<file path="src/rtl/shift_execute_unit.sv">
// shift_execute_unit
//   Two-stage pipelined shift unit for the execute stage. Stage A captures and
//   pre-conditions an op. Left shifts are bit-reversed so that one right shifter
//   serves SRL, SRA and SLL. Stage B holds the finished result for writeback.
//   Valid/ready handshakes on both sides give one op per cycle with a fixed
//   two-cycle latency when there is no backpressure.
//
// Ports
//   clk, rst_n          clock, asynchronous active-low reset
//   flush               synchronous kill of every in-flight op
//   in_valid/in_ready   upstream handshake
//   op                  00 SRL, 01 SRA, 10 SLL, 11 pass-through
//   operand, shamt      value to shift and shift amount (0..31)
//   in_tag              opaque tag carried with the op
//   out_valid/out_ready downstream handshake
//   result, out_tag     shifted value and its tag

// Plain 32-bit logarithmic right shifter. Vacated bits take the value of 'fill'.
module shift_right_32 (
  input  logic [31:0] data,
  input  logic [4:0]  shamt,
  input  logic        fill,
  output logic [31:0] result
);
  logic [31:0] s;

  always_comb begin
    s = data;
    if (shamt[0]) s = {fill, s[31:1]};
    if (shamt[1]) s = {{2{fill}}, s[31:2]};
    if (shamt[2]) s = {{4{fill}}, s[31:4]};
    if (shamt[3]) s = {{8{fill}}, s[31:8]};
    if (shamt[4]) s = {{16{fill}}, s[31:16]};
    result = s;
  end
endmodule

module shift_execute_unit #(
  parameter int TAG_W = 5
) (
  input  logic             clk,
  input  logic             rst_n,
  input  logic             flush,
  input  logic             in_valid,
  output logic             in_ready,
  input  logic [1:0]       op,
  input  logic [31:0]      operand,
  input  logic [4:0]       shamt,
  input  logic [TAG_W-1:0] in_tag,
  output logic             out_valid,
  input  logic             out_ready,
  output logic [31:0]      result,
  output logic [TAG_W-1:0] out_tag
);

  typedef enum logic [1:0] {
    OP_SRL  = 2'b00,
    OP_SRA  = 2'b01,
    OP_SLL  = 2'b10,
    OP_PASS = 2'b11
  } op_e;

  function automatic logic [31:0] bit_rev(input logic [31:0] v);
    logic [31:0] r;
    for (int i = 0; i < 32; i++) r[i] = v[31-i];
    return r;
  endfunction

  op_e op_dec;
  assign op_dec = op_e'(op);

  // Stage A
  logic             a_valid_q, a_valid_d;
  logic [31:0]      a_data_q,  a_data_d;
  logic [4:0]       a_shamt_q, a_shamt_d;
  logic             a_fill_q,  a_fill_d;
  logic             a_rev_q,   a_rev_d;
  logic [TAG_W-1:0] a_tag_q,   a_tag_d;
  // Stage B
  logic             b_valid_q,  b_valid_d;
  logic [31:0]      b_result_q, b_result_d;
  logic [TAG_W-1:0] b_tag_q,    b_tag_d;

  logic        b_adv;
  logic        accept;
  logic [31:0] sh_out;

  // B can take a new value when empty or when its current one leaves this edge;
  // A can then always move into B, so in_ready follows out_ready combinationally.
  assign b_adv    = !b_valid_q | out_ready;
  assign in_ready = !a_valid_q | b_adv;
  assign accept   = in_valid & in_ready;

  shift_right_32 u_shr (
    .data   (a_data_q),
    .shamt  (a_shamt_q),
    .fill   (a_fill_q),
    .result (sh_out)
  );

  always_comb begin
    // NOTE: every _d starts as its _q (hold), so no path leaves a variable
    // unassigned and no latch is inferred.
    a_valid_d  = a_valid_q;
    a_data_d   = a_data_q;
    a_shamt_d  = a_shamt_q;
    a_fill_d   = a_fill_q;
    a_rev_d    = a_rev_q;
    a_tag_d    = a_tag_q;
    b_valid_d  = b_valid_q;
    b_result_d = b_result_q;
    b_tag_d    = b_tag_q;

    if (in_ready) a_valid_d = in_valid;

    // Data registers only toggle on a real accept; the valid bit qualifies them.
    if (accept) begin
      a_rev_d   = (op_dec == OP_SLL);
      a_data_d  = (op_dec == OP_SLL) ? bit_rev(operand) : operand;
      a_fill_d  = (op_dec == OP_SRA) & operand[31];
      a_shamt_d = (op_dec == OP_PASS) ? 5'd0 : shamt;
      a_tag_d   = in_tag;
    end

    if (b_adv) begin
      b_valid_d = a_valid_q;
      if (a_valid_q) begin
        b_result_d = a_rev_q ? bit_rev(sh_out) : sh_out;
        b_tag_d    = a_tag_q;
      end
    end

    // Flush overrides both accept and advance.
    if (flush) begin
      a_valid_d = 1'b0;
      b_valid_d = 1'b0;
    end
  end

  // NOTE: data and tag registers are reset too, so result/out_tag read 0
  // out of reset instead of X.
  always_ff @(posedge clk or negedge rst_n) begin
    if (!rst_n) begin
      a_valid_q  <= 1'b0;
      a_data_q   <= '0;
      a_shamt_q  <= '0;
      a_fill_q   <= 1'b0;
      a_rev_q    <= 1'b0;
      a_tag_q    <= '0;
      b_valid_q  <= 1'b0;
      b_result_q <= '0;
      b_tag_q    <= '0;
    end else begin
      // NOTE: non-blocking assignments so every flop samples pre-edge values.
      a_valid_q  <= a_valid_d;
      a_data_q   <= a_data_d;
      a_shamt_q  <= a_shamt_d;
      a_fill_q   <= a_fill_d;
      a_rev_q    <= a_rev_d;
      a_tag_q    <= a_tag_d;
      b_valid_q  <= b_valid_d;
      b_result_q <= b_result_d;
      b_tag_q    <= b_tag_d;
    end
  end

  assign out_valid = b_valid_q;
  assign result    = b_result_q;
  assign out_tag   = b_tag_q;

endmodule

</file>
<file path="config.mk">
export PLATFORM = sky130hd
export DESIGN_NAME = shift_execute_unit
export DESIGN_NICKNAME = d
export VERILOG_FILES = /design/src/rtl/shift_execute_unit.sv
export SDC_FILE = /design/constraint.sdc
export NUM_CORES = 1
export LEC_CHECK = 0
export BUFFER_PORTS_ARGS = -buffer_cell sky130_fd_sc_hd__clkbuf_2
export CORE_ASPECT_RATIO = 0.6
export CORE_UTILIZATION = 45
export DETAILED_ROUTE_END_ITERATION = 10
export PLACE_DENSITY = 0.7
export SETUP_SLACK_MARGIN = 0.3
export SYNTH_ARGS = -nofsm -noshare
export SYNTH_HDL_FRONTEND = slang
export SYNTH_SLANG_ARGS = --single-unit
export TNS_END_PERCENT = 10
</file>
<file path="constraint.sdc">
create_clock -name clk -period 3.7 [get_ports clk]
set_input_delay 1.11 -clock clk [delete_from_list [all_inputs] [get_ports clk]]
set_output_delay 1.11 -clock clk [all_outputs]
set_load 0.005 [all_outputs]
</file>
==> metrics.yaml <==
rsz0062_at_grt: "false"
reg2reg_to: "result[5]$_DFFE_PN0P_"
drtPass1Iterations: 7
max_slew.worst_pin.slew_ns: 1.132
cts_tree: "yes"
die_h_um: 88.96
critPathKind: "reg -> reg"
syn-num-nets: 656
relSlewSlack_pct: 24.53
dieArea_um2: 13070
setup_tns_ns: 0
finClkSkew_ns: 0.008066
cts_buffer_depth: 2
routedWlPerCell_um: 20.54
post-route-util_pct: 53.30
multi_input_area_um2: 3337
async_flop_share_pct: 100.0
cp.required_ns: 3.93
cellPowerDensity_nw_per_um2: 487.5
fp-row-count: 31
cp.arrival_ns: 3.28
cts-resized-gates: 0
total_leakage_power_nw: 2.808
ant_nets: 0
reg2regPathDepth: 6
cts_buffers: 9
finalMaxSlewViolations: 0
fin_crit_ns: 3.047
r2r_setup_slack_ns: 0.65
ys_seq_elements: 83
core-area_um2: 12180
drc: 0
drive_above_1_share_pct: 25.45
synth_area_per_cell_um2: 9.344
die_w_um: 146.9
yosysWarningCount: 0
antenna_cells: 0
ir_drop_mv: 0.2453
place_area_um2: 6207
grt_pass1_wl_mm: 27.26
start_util_pct: 46.57
drt-total-wl_mm: 17.19
cts-hold-fix-buffers: 0
grt_max_degree: 84
r2r_start: "a_shamt_q[0]$_DFFE_PN0P_"
maxCapViolCount: 0
crit_path_end_kind: "register"
path_max_fanout: 40
clk_latency_ns: 0.35
finalHoldViolCount: 0
synth_area_um2: 5672
io_buffers: 87
ys_seq_area_share_pct: 36.62
drt_iter0_drc: 732
finalHoldWorstSlack_ns: 0.4726
stdcell_area_um2: 6491
hold_start: "a_tag_q[4]$_DFFE_PN0P_"
hold_class: "reg -> reg"
via_per_inst: 6.266
grt_pass1_vias: 4969
syn-instance-count: 607
hpwlAfterDp_mm: 12.90
hold_end: "out_tag[4]$_DFFE_PN0P_"
layout_commonest_cell: "nand2_1"
post_cts_buffers: 0
fin_crit_sh_pct: 82.35
ios: 88
grt-ovfl-total: 0
synth_top_flop_cell: "dfrtp_1"
regArea_um2: 2078
grt_usage_pct: 27.36
min_path_cells: 2
finalSetupViolations: 0
syn2layout_area_growth_pct: 14.45
dr_total_vias: 5245
synth_edf_count: 0
status: "complete, no violations"
fmax_mhz: 328.2
gp_congestion: 0.9798
cts.sinks: 83
cts_htree_levels: 3
clock-root-buffer: "clkbuf_16"
antenna_found_initial: 0
nets: 716
worst_setup_path_start_kind: "register"
nFillCells: 1121
final_cell_mix: "104 x nand2_1, 86 x clkbuf_2, 82 x dfrtp_1"
netlist-cell-type-count: 55
clkTransAtPathRegs_ns: 0.07
[per-stage QoR]
stage / power, W / setup WS, ns / cells
2_1_floorplan: 0.001876 / 1.168 / 607
6_report: 0.003164 / 0.6530 / 837
3_5_place_dp: 0.002279 / 0.7303 / 821
4_1_cts: 0.003153 / 0.7039 / 837
5_1_grt: 0.003341 / 0.5211 / 837
3_3_place_gp: 0.002246 / 0.7873 / 821
[worst max path at each step]
stage	to	from	depth (start not counted)	slack (ns)
after floorplan	in_ready	out_ready	2	1.17
after global placement	result[26]$_DFFE_PN0P_	a_shamt_q[0]$_DFFE_PN0P_	6	0.79
after detailed placement	result[5]$_DFFE_PN0P_	a_shamt_q[0]$_DFFE_PN0P_	6	0.73
after CTS	result[5]$_DFFE_PN0P_	a_shamt_q[0]$_DFFE_PN0P_	6	0.70
after global routing	result[26]$_DFFE_PN0P_	a_shamt_q[0]$_DFFE_PN0P_	6	0.52
final	result[5]$_DFFE_PN0P_	a_shamt_q[0]$_DFFE_PN0P_	6	0.65
[power by group]
| group | switching (W) | total [W] | leakage (nW) | internal (W) |
|---|---|---|---|---|
| sequential | 0.000190 | 0.00126 | 1.02 | 0.00107 |
| clock | 0.000407 | 0.000874 | 0.139 | 0.000467 |
| combinational | 0.000563 | 0.00103 | 1.65 | 0.000471 |
| total | 0.00116 | 0.00316 | 2.81 | 0.00200 |
[flip-flops by register name, indices dropped and copies added, names as in the netlist]
signal and flops:
a_rev_q 1, out_tag 5, a_fill_q 1, a_tag_q 5, a_shamt_q 5, out_valid 1
a_valid_q 1, a_data_q 32, result 32
[cells in the mapped netlist, drive strengths merged, types with 3 or more instances]
cell / instances / area [µm²]
nand2: 105 / 394.1
dfrtp: 83 / 2077
o21ai: 76 / 380.4
mux2i: 63 / 630.6
nor2: 35 / 131.4
clkbuf: 32 / 120.1
mux2: 30 / 337.8
a21oi: 25 / 125.1
mux4: 21 / 510.5
buf: 20 / 117.6
a22oi: 17 / 127.6
inv: 7 / 26.28
o22ai: 7 / 43.79
o32ai: 7 / 61.31
nand2b: 6 / 37.54
nand3: 6 / 30.03
nor2b: 5 / 31.28
nor3: 5 / 25.02
or2: 5 / 31.28
a221o: 4 / 40.04
a221oi: 4 / 35.03
o211ai: 4 / 30.03
a211oi: 3 / 22.52
o2111ai: 3 / 26.28
[area by class of cell]
type	count	area share, %
Clock buffer	9	3.470
Multi-Input combinational cell	464	51.41
Tap cell	165	3.180
Inverter	8	0.4626
Timing Repair Buffer	101	8.558
Clock inverter	7	0.9059
Sequential cell	83	32.02
[worst max-delay path: stages, from the launching register on]
cell and delay, ns:
dfrtp_2 0.97, mux4_1 0.68, mux2_2 0.32, a222oi_1 0.37
o21ai_1 0.14, and2_1 0.18, a221o_1 0.26
[metal layers]
| metal | GRT usage, % | part of all wire [%] |
|---|---|---|
| met5 | 0 | 0 |
| met4 | 5.717 | 0.80 |
| met3 | 7.551 | 11 |
| met2 | 41.10 | 42 |
| met1 | 39.61 | 46 |
[kinds of logic (layout without fill, tap and decap cells)]
| logic type | after synthesis | count (layout) | share of synthesized area [%] |
|---|---|---|---|
| compound gates | 173 | 173 | 19.33 |
| mux | 114 | 114 | 26.08 |
| simple gates | 177 | 177 | 13.26 |
| buf+inv | 60 | 125 | 4.721 |
| flops | 83 | 83 | 36.62 |
(Power assumes the default switching activity.)
